===== src/rtl/parking_pkg.sv =====
// Shared types and helpers for the parking gate controller.
// Latency: none (package only).
// Backpressure: none (package only).
package parking_pkg;

    localparam int CAR_ID_W  = 2;
    localparam int NUM_SLOTS = 4;

    typedef enum logic [2:0] {
        IDLE,
        ENTRY_STB,
        ENTRY_OPEN,
        EXIT_STB,
        EXIT_OPEN
    } gate_state_t;

    // Lowest-numbered clear bit; returns 0 when every slot is taken, which the
    // caller never uses because a full lot is rejected before allocation.
    function automatic logic [CAR_ID_W-1:0] lowest_free(input logic [NUM_SLOTS-1:0] occ);
        logic [CAR_ID_W-1:0] id;
        id = '0;
        for (int i = NUM_SLOTS - 1; i >= 0; i--) begin
            if (!occ[i]) begin
                id = CAR_ID_W'(i);
            end
        end
        return id;
    endfunction

    function automatic logic [CAR_ID_W:0] popcount(input logic [NUM_SLOTS-1:0] occ);
        logic [CAR_ID_W:0] n;
        n = '0;
        for (int i = 0; i < NUM_SLOTS; i++) begin
            n = n + {{CAR_ID_W{1'b0}}, occ[i]};
        end
        return n;
    endfunction

endpackage


===== src/rtl/sensor_debounce.sv =====
// Sensor front end: 2-flop synchroniser, optional debounce, rising-edge request.
// Latency: raw edge to req = 2 cycles (+DEBOUNCE_CYCLES with PARKING_GATE_DEBOUNCE_EN).
// Backpressure: none; req is a single-cycle pulse the consumer must latch.
// Ports: clk, reset (async, active-high), sensor_async (raw level), req (edge pulse).
// Macro: PARKING_GATE_DEBOUNCE_EN enables the stability filter after the synchroniser.
module sensor_debounce #(
    parameter int DEBOUNCE_CYCLES = 8
) (
    input  logic clk,
    input  logic reset,
    input  logic sensor_async,
    output logic req
);

    logic sync1_q;
    logic sync2_q;
    logic prev_q;
    logic level;

    always_ff @(posedge clk or posedge reset) begin
        if (reset) begin
            sync1_q <= 1'b0;
            sync2_q <= 1'b0;
        end else begin
            sync1_q <= sensor_async;
            sync2_q <= sync1_q;
        end
    end

`ifdef PARKING_GATE_DEBOUNCE_EN
    localparam int CNT_W = $clog2(DEBOUNCE_CYCLES + 1);
    localparam logic [CNT_W-1:0] CNT_LAST = CNT_W'(DEBOUNCE_CYCLES - 1);

    logic             level_q;
    logic             level_d;
    logic [CNT_W-1:0] cnt_q;
    logic [CNT_W-1:0] cnt_d;

    // Count consecutive cycles where the synchronised input disagrees with the
    // filtered level; any agreement restarts the count, so short glitches vanish.
    always_comb begin
        level_d = level_q;
        cnt_d   = '0;
        if (sync2_q != level_q) begin
            if (cnt_q == CNT_LAST) begin
                level_d = sync2_q;
            end else begin
                cnt_d = cnt_q + CNT_W'(1);
            end
        end
    end

    always_ff @(posedge clk or posedge reset) begin
        if (reset) begin
            level_q <= 1'b0;
            cnt_q   <= '0;
        end else begin
            level_q <= level_d;
            cnt_q   <= cnt_d;
        end
    end

    assign level = level_q;
`else
    logic unused_debounce_cycles;
    assign unused_debounce_cycles = (DEBOUNCE_CYCLES > 0);
    assign level = sync2_q;
`endif

    always_ff @(posedge clk or posedge reset) begin
        if (reset) begin
            prev_q <= 1'b0;
        end else begin
            prev_q <= level;
        end
    end

    assign req = level & ~prev_q;

endmodule


===== src/rtl/parking_gate_ctrl.sv =====
// Gate-side controller: turns entry/exit sensor edges into core strobes, slot IDs and barrier drives.
// Latency: sensor edge -> pend 3 cycles (+DEBOUNCE_CYCLES with debounce), pend -> strobe 2 cycles.
// Backpressure: none; requests arriving while busy stay pending, repeat edges on a set pend are absorbed.
// Ports: clk, reset (async, active-high); entry_sensor, exit_sensor (raw levels), exit_ticket_id,
//        barrier_clear; entry/exit strobes with Car_Id, entry/exit_gate_open, occupied bitmap, reject.
// Macro: PARKING_GATE_DEBOUNCE_EN adds a DEBOUNCE_CYCLES stability filter on both sensors.
module parking_gate_ctrl
    import parking_pkg::*;
#(
    parameter int MAX_CARS        = 3,
    parameter int GATE_TIMEOUT    = 32,
    parameter int DEBOUNCE_CYCLES = 8
) (
    input  logic                 clk,
    input  logic                 reset,
    input  logic                 entry_sensor,
    input  logic                 exit_sensor,
    input  logic [CAR_ID_W-1:0]  exit_ticket_id,
    input  logic                 barrier_clear,
    output logic                 entry,
    output logic                 exit,
    output logic [CAR_ID_W-1:0]  Car_Id,
    output logic                 entry_gate_open,
    output logic                 exit_gate_open,
    output logic [NUM_SLOTS-1:0] occupied,
    output logic                 reject
);

    localparam int TMR_W = $clog2(GATE_TIMEOUT + 1);
    localparam logic [TMR_W-1:0]    TMR_LAST = TMR_W'(GATE_TIMEOUT - 1);
    localparam logic [CAR_ID_W:0]   MAX_CNT  = (CAR_ID_W + 1)'(MAX_CARS);

    logic entry_req;
    logic exit_req;

    gate_state_t          state_q,      state_d;
    logic [NUM_SLOTS-1:0] occ_q,        occ_d;
    logic [CAR_ID_W-1:0]  car_id_q,     car_id_d;
    logic [CAR_ID_W-1:0]  ticket_q,     ticket_d;
    logic [TMR_W-1:0]     timer_q,      timer_d;
    logic                 entry_pend_q, entry_pend_d;
    logic                 exit_pend_q,  exit_pend_d;
    logic                 reject_q,     reject_d;
    logic                 entry_clr;
    logic                 exit_clr;

    sensor_debounce #(
        .DEBOUNCE_CYCLES (DEBOUNCE_CYCLES)
    ) u_entry_sense (
        .clk          (clk),
        .reset        (reset),
        .sensor_async (entry_sensor),
        .req          (entry_req)
    );

    sensor_debounce #(
        .DEBOUNCE_CYCLES (DEBOUNCE_CYCLES)
    ) u_exit_sense (
        .clk          (clk),
        .reset        (reset),
        .sensor_async (exit_sensor),
        .req          (exit_req)
    );

    // A request landing in the same cycle as its pend is consumed is a fresh
    // car, so it wins over the clear. The ticket is only re-latched when the
    // request is actually new, keeping an absorbed duplicate from corrupting it.
    always_comb begin
        entry_pend_d = (entry_pend_q & ~entry_clr) | entry_req;
        exit_pend_d  = (exit_pend_q  & ~exit_clr)  | exit_req;
        ticket_d     = ticket_q;
        if (exit_req && (!exit_pend_q || exit_clr)) begin
            ticket_d = exit_ticket_id;
        end
    end

    // Car_Id is chosen at the IDLE decision and registered into the STB cycle,
    // so it is valid with the strobe and naturally holds until the next one.
    always_comb begin
        state_d   = state_q;
        occ_d     = occ_q;
        car_id_d  = car_id_q;
        timer_d   = timer_q;
        reject_d  = 1'b0;
        entry_clr = 1'b0;
        exit_clr  = 1'b0;
        case (state_q)
            IDLE: begin
                timer_d = '0;
                if (exit_pend_q) begin
                    if (occ_q[ticket_q]) begin
                        state_d  = EXIT_STB;
                        car_id_d = ticket_q;
                    end else begin
                        reject_d = 1'b1;
                        exit_clr = 1'b1;
                    end
                end else if (entry_pend_q) begin
                    if (popcount(occ_q) < MAX_CNT) begin
                        state_d  = ENTRY_STB;
                        car_id_d = lowest_free(occ_q);
                    end else begin
                        reject_d  = 1'b1;
                        entry_clr = 1'b1;
                    end
                end
            end
            ENTRY_STB: begin
                occ_d[car_id_q] = 1'b1;
                entry_clr       = 1'b1;
                timer_d         = '0;
                state_d         = ENTRY_OPEN;
            end
            EXIT_STB: begin
                occ_d[car_id_q] = 1'b0;
                exit_clr        = 1'b1;
                timer_d         = '0;
                state_d         = EXIT_OPEN;
            end
            ENTRY_OPEN, EXIT_OPEN: begin
                // A timeout leaves occupied alone: the core already counted the car.
                if (barrier_clear || (timer_q == TMR_LAST)) begin
                    state_d = IDLE;
                    timer_d = '0;
                end else begin
                    timer_d = timer_q + TMR_W'(1);
                end
            end
            default: begin
                state_d = IDLE;
            end
        endcase
    end

    always_ff @(posedge clk or posedge reset) begin
        if (reset) begin
            state_q      <= IDLE;
            occ_q        <= '0;
            car_id_q     <= '0;
            ticket_q     <= '0;
            timer_q      <= '0;
            entry_pend_q <= 1'b0;
            exit_pend_q  <= 1'b0;
            reject_q     <= 1'b0;
        end else begin
            state_q      <= state_d;
            occ_q        <= occ_d;
            car_id_q     <= car_id_d;
            ticket_q     <= ticket_d;
            timer_q      <= timer_d;
            entry_pend_q <= entry_pend_d;
            exit_pend_q  <= exit_pend_d;
            reject_q     <= reject_d;
        end
    end

    assign entry           = (state_q == ENTRY_STB);
    assign exit            = (state_q == EXIT_STB);
    assign entry_gate_open = (state_q == ENTRY_OPEN);
    assign exit_gate_open  = (state_q == EXIT_OPEN);
    assign Car_Id          = car_id_q;
    assign occupied        = occ_q;
    assign reject          = reject_q;

endmodule


===== config.mk =====
export PLATFORM = sky130hd
export DESIGN_NAME = parking_gate_ctrl
export DESIGN_NICKNAME = d
export VERILOG_FILES = /design/src/rtl/parking_pkg.sv /design/src/rtl/sensor_debounce.sv /design/src/rtl/parking_gate_ctrl.sv
export SDC_FILE = /design/constraint.sdc
export NUM_CORES = 1
export LEC_CHECK = 0
export BUFFER_PORTS_ARGS = -buffer_cell sky130_fd_sc_hd__buf_2
export CAP_MARGIN = 10
export CORE_MARGIN = 8
export CORE_UTILIZATION = 30
export CTS_BUF_LIST = sky130_fd_sc_hd__clkbuf_4 sky130_fd_sc_hd__clkbuf_8
export DETAILED_ROUTE_END_ITERATION = 10
export MAX_ROUTING_LAYER = met4
export PLACE_DENSITY = 0.59
export SETUP_SLACK_MARGIN = 0.1
export SYNTH_ARGS = -nofsm -noshare
export SYNTH_HDL_FRONTEND = slang
export SYNTH_SLANG_ARGS = --single-unit

===== constraint.sdc =====
create_clock -name clk -period 2.4 [get_ports clk]
set_clock_uncertainty 0.2 [all_clocks]
set_input_delay 0.12 -clock clk [delete_from_list [all_inputs] [get_ports clk]]
set_output_delay 0.12 -clock clk [all_outputs]
set_load 0.02 [all_outputs]

# ---- Yosys cells after proc, flatten, opt, wreduce, memory -nomap -nowiden
# Index checks and enable logic that the tools add are counted.
dict set report totals {
  register_bits 26
}
dict set report classes {
  addsub 4
  n_lt_le_gt_ge 4
  eq_ne 10
  mux 30
  bitwise 13
  n_reduce_logical 14
}
# op count
set ops {}
lappend ops {{$mux W2} 8}
lappend ops {{$mux W3} 5}
lappend ops {{$pmux W3 S4} 1}
lappend ops {{$pmux W6 S2} 1}
lappend ops {{$mux W1} 9}
lappend ops {{$ne A3 B3 Y1 const B} 3}
lappend ops {{$pmux W4 S2} 1}
lappend ops {{$reduce_and A4 Y1} 2}
lappend ops {{$reduce_bool A2 Y1} 4}
lappend ops {{$add A6 B1 Y6 const B} 1}
lappend ops {{$eq A3 B2 Y1 const B} 2}
lappend ops {{$eq A6 B5 Y1 const B} 1}
lappend ops {{$lt A2 B3 Y1 const B} 2}
lappend ops {{$mux W6} 1}
lappend ops {{$and A1 B1 Y1} 4}
lappend ops {{$and A4 B4 Y4} 1}
lappend ops {{$not A1 Y1} 4}
lappend ops {{$not A4 Y4} 1}
lappend ops {{$or A4 B4 Y4} 1}
lappend ops {{$pmux W1 S2} 2}
lappend ops {{$add A2 B1 Y3} 1}
lappend ops {{$add A3 B1 Y3} 1}
lappend ops {{$eq A3 B1 Y1 const B} 1}
lappend ops {{$eq A3 B3 Y1 const B} 1}
lappend ops {{14 further kinds} 17}

# ---- Logic depth before layout (Yosys ltp)
# Gate-level depths: netlist of run 1.
dict set report depth {
  word_depth 11
  ltp_mapped 9
}

# ---- Hierarchy
# Synthesis of run 1 repeated with hierarchy kept, for this count alone.
dict set report hier_totals {
  hier_cells 127
  hier_area_um2 1352.5
}
# module instances cells_each area_per_inst_um2 seq_area_each_um2
set by_module_without_submodules {}
lappend by_module_without_submodules {parking_gate_ctrl 1 117 1167.4 500.5}
lappend by_module_without_submodules {sensor_debounce 2 5 92.6 75.1}

# ---- Worst setup path after synthesis of run 1
# Ideal clock, no wire load.
dict set report synth_timing {
  path_type {reg2reg}
  from {register (tool-made name)}
  to {register car_id_q[0] (netlist: Car_Id[0])}
  arrival_ps 2442
  path_slack_ps -366
  path_stages_with_launch 10
  path_buffers 0
  period_less_slack_ps 2766
  path_cell_list {dfrtp_1 inv_1 fa_1 inv_1 ha_1 ha_1 a21oi_1 nand3b_1 a21oi_1 mux2_2}
}
# item line
set synth_rtl {}
lappend synth_rtl {{end signal: assignment} parking_gate_ctrl.sv:148} ;# car_id_q <= car_id_d;
lappend synth_rtl {{end: declaration} parking_gate_ctrl.sv:38} ;# logic [CAR_ID_W-1:0] car_id_q, car_id_d;

==> metrics.md, run 1 <==
| Metric | Value |
|---|---|
| HP Start | `u_exit_sense.sync1_q$_DFF_PP0_` |
| CTS buffer count | `3` |
| Initial antenna violation count | `0` |
| Fin cells | `~220` |
| R2r endpoint | `Car_Id[0]$_DFFE_PP0P_` |
| CTS sink cnt | `26` |
| Tmin final | `~2.5 ns` |
| Power Internal | `approximately 1.4 mW` |
| Async set-reset flop share out of synthesis | `100.0%` |
| Area growth, synth to finish | `29.78%` |
| Placer Congestion | `0.8780` |
| EDFF count, synth | `0` |
| Clock share of power | `between 10% and 20%` |
| Pwr dens | `between 1000 and 1500 nW/µm²` |
| Post-synthesis sequential area ratio | `around 50%` |
| Placed cell area | `1518 µm²` |
| # placed instances | `about 210` |
| Initial drt markers | `82` |
| Fraction of power spent switching nets | `between 40% and 50%` |
| CP endpoint kind | `register` |
| Critical path arrival | `~2.5 ns` |
| Max Clk Rate | `between 0.3 and 0.4 GHz` |
| Worst setup SP type | `register` |
| Layout cells sized above 1 | `about 28%` |
| Ant. Diodes | `0` |
| Chip Height | `around 82 µm` |
| Placement Rows | `24` |
| H-Tree Depth | `1` |
| R2R Setup Slk | `-0.13 ns` |
| Via count | `~1100` |
| WHS Endpoint | `u_exit_sense.level$_DFF_PP0_` |
| CTS Root Cell | `clkbuf_8` |
| I/O Buffers | `17` |
| DRC viols | `0` |
| Core ar. | `~4200 µm²` |
| Syn Nets | `between 100 and 150` |
| DRT antenna net count | `0` |
| Leak Pwr | `0.7652 nW` |
| Status | `complete, but fails checks` |
| Post-Route WL | `~3000 µm` |
| Failing checks | `setup timing` |
| TritonCTS clock tree | `yes` |
| NetSw | `a little under 1 mW` |
| Fin nets | `178` |
| Setup CP Type | `register to register` |
| Max IR drop VDD | `0.3589 mV` |
| Final hold vios | `0` |
| R2R depth | `9` |
| Combinational share of power | `a little under three fifths` |
| Relative slew slack | `48.16%` |
| Worst-Skew Late Latency | `between 0.2 and 0.3 ns` |
| Max-cap violations | `0` |
| Hold path depth | `0` |
| Yosys warning count | `0` |
| Largest fanout on the critical path | `3` |
| Clock tree buffer depth | `2` |
| Die width | `81.58 µm` |
| #FFs+latches synth | `26` |
| Syn avg cell area | `approximately 9.8 µm²` |
| CP cell instances | `inv_2 > fa_1 > inv_2 > ha_4 > ha_4 > a21oi_4 > nand3b_1 > a21oi_4 > mux2_4` |
| Fin crit share | `105.4%` |
| Initial Util | `between 30% and 40%` |
| Final Max Tran Viols | `0` |
| Vias per inst | `a little under 5` |
| Min-Delay Path Class | `register to register` |
| Sequential share of power | `approximately a third` |
| Largest stage delay, worst path | `about 0.56 ns` |
| Vias in the first global route | `1110` |
| Post-Synthesis Cell Area | `1290 µm²` |
| DP Wirelength | `2240 µm` |
| Top cells by area, synth | `dfrtp_1, nand2_1, a21oi_1` |
| RSZ-0062 raised after global routing | `yes` |
| Main synth FF type | `dfrtp_1` |
| Fillers | `roughly 420` |
| Die Footprint | `between 6000 and 7000 µm²` |
| Yosys top cell by area | `dfrtp_1` |
| Worst Max-Slew Pin Slew | `~0.77 ns` |
| Gr ovfl total | `0` |
| Largest net degree at the start of global routing | `20` |
| Gr usage total | `10.13%` |
| Post-synthesis cell count | `~130` |
| Post-synthesis cell type count | `37` |
| Pre-antenna DRT Iters | `4` |
| Design Area, Final | `1674 µm²` |
| I/O pin cnt | `18` |
| Worst-path clk slew | `roughly 0.09 ns` |
| Avg WL per Cell | `roughly 14 µm` |
| Critical-path top delay cell | `fa_1` |
| First-pass GRT wire length | `about 5000 µm` |
| Final worst slack | `-0.1302 ns` |
| Endpoints failing setup | `2` |
| Yosys top cell area share | `50.44%` |
| CP required | `roughly 2.4 ns` |
-- cell usage after synthesis (3+ instances only) --
library cell,instances
nor3_1,3
clkbuf_1,3
a21oi_1,9
nor3b_1,3
nand2_1,15
nor2_1,6
ha_1,3
or3_1,3
inv_1,11
o21ai_0,9
dfrtp_1,26
nand3_1,8
a21o_1,3
-- what timing repair did --
| item | in CTS | in global routing |
|---|---|---|
| setup endpoints to repair | 3 | 4 |
| resized for setup | 1 | 3 |
| setup buffers | 0 | 3 |
| hold buffers | 6 | 0 |
| hold endpoints to repair | 23 | 0 |
| pin swaps | 0 | 6 |
-- power groups by stage --
stage          Combinational, mW  Sequential (mW)  Clock [mW]
2_1_floorplan              0.740            0.742           0
3_3_place_gp                1.08            0.743           0
3_5_place_dp                1.12            0.752           0
4_1_cts                     1.16            0.743       0.277
5_1_grt                     1.51            0.772       0.295
6_report                    1.35            0.746       0.263
-- kinds of logic (layout without fill, tap and decap cells) --
family                     count (synthesis)  in the layout  synth area share, %
and+or+nand+nor                           47             47                18.33
AOI/OAI and AO/OA                         34             34                16.68
DFF                                       26             26                50.44
buffers and inverters                     15             49                4.461
adders and majority gates                  4              4                4.462
muxes                                      4              4                4.267
xor gates and xnor gates                   2              2                1.358
-- cell usage in the layout (no fill, tap or decap), types with 2 or more instances in the layout --
cell,netlist,routed
nor2b_1,2,2
dfrtp_1,26,23
a21oi_4,0,2
dfrtp_2,0,3
clkbuf_8,0,3
nor3_1,3,3
inv_2,0,3
a22oi_1,2,2
dlygate4sd3_1,0,6
o21ai_0,9,9
nand3_1,8,8
nand2b_1,2,2
o31ai_1,2,2
mux2_4,0,2
nor3b_1,3,3
a21oi_1,9,7
nor2_1,6,6
buf_2,0,17
buf_4,0,11
o21a_1,2,2
a21o_1,3,3
nand2_1,15,15
ha_4,0,2
or3_1,3,3
inv_1,11,8
-- metrics by stage --
stage / setup WS, ns / hold WS (ns) / total power, mW / TNS, ns / utilization, %
finish: -0.1302 / 0.1609 / 2.356 / -0.2542 / 39.54
global route: -0.2272 / 0.1665 / 2.576 / -0.6168 / 39.54
CTS: -0.1180 / 0.1632 / 2.179 / -0.2268 / 38.59
detailed placement: -0.1297 / 0.03074 / 1.877 / -0.2500 / 35.85
global placement: -0.04824 / 0.03053 / 1.827 / -0.09631 / 35.85
floorplan: -0.1252 / -0.04857 / 1.483 / -0.2505 / -
-- worst max path at each step --
stage                         from                    end  slack [ns]  depth (start not counted)
after floorplan           register  Car_Id[0]$_DFFE_PP0P_       -0.13                          9
after global placement    register  Car_Id[0]$_DFFE_PP0P_       -0.05                          9
after detailed placement  register  Car_Id[0]$_DFFE_PP0P_       -0.13                          9
after CTS                 register  Car_Id[0]$_DFFE_PP0P_       -0.12                          9
after global routing      register  Car_Id[0]$_DFFE_PP0P_       -0.23                          9
final                     register  Car_Id[0]$_DFFE_PP0P_       -0.13                          9
-- worst max-delay path, delay by kind of cell (launching register included) --
family | cells | cell delay, ns
and+or+nand+nor | 1 | 0.13
muxes | 1 | 0.32
DFF | 1 | 0.38
adders and majority gates | 3 | 0.92
AOI/OAI and AO/OA | 2 | 0.37
buffers and inverters | 2 | 0.10
-- per-layer routing --
metal	track usage, %	routed length (µm)	part of all wire (%)
met5	-	0	0
met1	11.21	1356	45
met4	5.614	54	1.8
met3	1.860	144	4.8
met2	16.87	1440	48
-- area by class of cell --
| cell class | count | area [µm²] | area share [%] |
|---|---|---|---|
| clock buffer | 4 | 48.80 | 2.915 |
| inverter | 11 | 41.29 | 2.466 |
| multi-input combinational | 91 | 636.9 | 38.04 |
| sequential | 26 | 654.4 | 39.09 |
| tap | 52 | 65.06 | 3.886 |
| timing repair buffer | 34 | 227.7 | 13.60 |
No activity file was read; power rests on OpenSTA's default activity.
==> run 2, diff against run 1 <==
--- a/config.mk
+++ b/config.mk
@@ -13,7 +13,6 @@
 export DETAILED_ROUTE_END_ITERATION = 10
 export MAX_ROUTING_LAYER = met4
 export PLACE_DENSITY = 0.59
-export SETUP_SLACK_MARGIN = 0.1
 export SYNTH_ARGS = -nofsm -noshare
 export SYNTH_HDL_FRONTEND = slang
 export SYNTH_SLANG_ARGS = --single-unit
==> metrics.md, run 2 (synthesis gave the netlist of run 1 again) <==
| Metric | Value |
|---|---|
| Status | `complete, but fails checks` |
| Failing checks | `setup timing` |
| Worst setup SP type | `register` |
| Endpoints failing setup | `2` |
| Final worst slack | `-0.1291 ns` |
| Worst-path clk slew | `around 0.09 ns` |
| Delay-heaviest family, CP | `adder cells` |
| Min-Delay Path Class | `register to register` |
| Largest stage delay, worst path | `around 0.56 ns` |
| DRT antenna net count | `0` |
| Layout Utilization | `roughly two fifths` |
| Area growth, synth to finish | `29.78%` |
| GRT busiest layer | `met2` |
| Initial antenna violation count | `0` |
| WHS Endpoint | `u_exit_sense.level$_DFF_PP0_` |
| Tmin final | `between 2 and 3 ns` |
| RSZ-0062 raised after global routing | `yes` |
| Critical path arrival | `approximately 2.5 ns` |
| Met3 Use GR | `about 1.9%` |
| Largest fanout on the critical path | `3` |
| I/O pin cnt | `18` |
| Largest net degree at the start of global routing | `20` |
| Leak Pwr | `0.7655 nW` |
| CP endpoint kind | `register` |
| CTS sink cnt | `26` |
| Max Clk Rate | `0.3954 GHz` |
| Clock tree buffer depth | `2` |
| Layout cells sized above 1 | `approximately 28%` |
| Hold_ws | `between 0.15 and 0.2 ns` |
| Avg WL per Cell | `13.78 µm` |
| CP required | `around 2.4 ns` |
| H-Tree Depth | `1` |
| DRC viols | `0` |
| Via count | `1086` |
| Initial Util | `30.47%` |
| WP buf/inv | `2` |
| Worst-Skew Late Latency | `approximately 0.27 ns` |
| CTS Root Cell | `clkbuf_8` |
| Pwr dens | `around 1400 nW/µm²` |
| Core ar. | `around 4200 µm²` |
| CTS buffer count | `3` |
| R2R Setup Slk | `-0.13 ns` |
| Chip Height | `approximately 80 µm` |
| Met2 Track Usage GR | `between 10% and 20%` |
| Worst Max-Slew Pin Slew | `~0.76 ns` |
| HP Start | `u_exit_sense.sync1_q$_DFF_PP0_` |
| Final hold vios | `0` |
| Fin crit share | `105.4%` |
| Placer Congestion | `roughly 0.88` |
| Vias per inst | `approximately 5` |
| Gr ovfl total | `0` |
| Placement Rows | `24` |
| Pwr Total | `2.356 mW` |
| Die width | `81.58 µm` |
| Die Footprint | `between 6000 and 7000 µm²` |
| R2r endpoint | `Car_Id[0]$_DFFE_PP0P_` |
| Placed cell area | `about 1500 µm²` |
| Initial drt markers | `40` |
| Fin nets | `178` |
| R2R depth | `9` |
| Relative slew slack | `between 40% and 50%` |
| Gr usage total | `10.13%` |
| Post-Route WL | `roughly 3000 µm` |
| DP Wirelength | `between 2000 and 2500 µm` |
| GRT met1 Usage | `~11%` |
| Critical-path top delay cell | `fa_1` |
| Commonest non-fill, non-tap cell in the layout | `dfrtp_1` |
| Final Max Tran Viols | `0` |
| Ant. Diodes | `0` |
| Hold path depth | `0` |
| Design Area, Final | `between 1500 and 2000 µm²` |
| Most frequent cells in the layout | `dfrtp_1, buf_2, nand2_1, buf_4, o21ai_0` |
| Pre-antenna DRT Iters | `4` |
| Setup CP Type | `register to register` |
| First-pass GRT wire length | `roughly 5000 µm` |
| Max IR drop VDD | `around 0.36 mV` |
| I/O Buffers | `17` |
| TritonCTS clock tree | `yes` |
| Max-cap violations | `0` |
| Vias in the first global route | `1110` |
| CP cell instances | `inv_2 > fa_1 > inv_2 > ha_4 > ha_4 > a21oi_4 > nand3b_1 > a21oi_4 > mux2_4` |
run 2: layout make-up:
type	instances	area (µm²)
repair buffers	34	227.7
well taps	52	65.06
inverters	11	41.29
flip-flops and latches	26	654.4
clock buffers	4	48.80
multi-input cells	91	636.9
fillers	416	2560
run 2: worst max-delay path by stage:
stage | startpoint | endpoint | slack (ns) | cells after the start
floorplan | register | Car_Id[0]$_DFFE_PP0P_ | -0.13 | 9
global placement | register | Car_Id[0]$_DFFE_PP0P_ | -0.05 | 9
detailed placement | register | Car_Id[0]$_DFFE_PP0P_ | -0.13 | 9
CTS | register | Car_Id[0]$_DFFE_PP0P_ | -0.12 | 9
global route | register | Car_Id[0]$_DFFE_PP0P_ | -0.23 | 9
finish | register | Car_Id[0]$_DFFE_PP0P_ | -0.13 | 9
run 2: report_power, final:
part	total, mW	switching [mW]	internal [mW]
registers	0.746	0.182	0.564
logic	1.35	0.647	0.700
clock network	0.264	0.133	0.130
run 2: repair_timing:
action,4_1_cts,5_1_grt
hold endpoints to repair,23,0
resized for setup,1,3
pin swaps,0,5
endpoints found under the setup margin,2,2
hold buffers,6,0
buffers inserted,0,3
run 2: per-stage QoR:
stage / TNS, ns / cells / worst slack, ns
after floorplan: -0.2505 / 132 / -0.1252
after global placement: -0.09631 / 205 / -0.04824
after detailed placement: -0.2500 / 205 / -0.1297
after CTS: -0.2268 / 215 / -0.1180
after global routing: -0.5997 / 218 / -0.2272
final: -0.2523 / 218 / -0.1291
run 2: routing by layer:
layer,share of wire [%],vias up
met4,1.8,0
met1,45,530
met3,4.5,5
met5,0,-
met2,49,22
li1,-,529
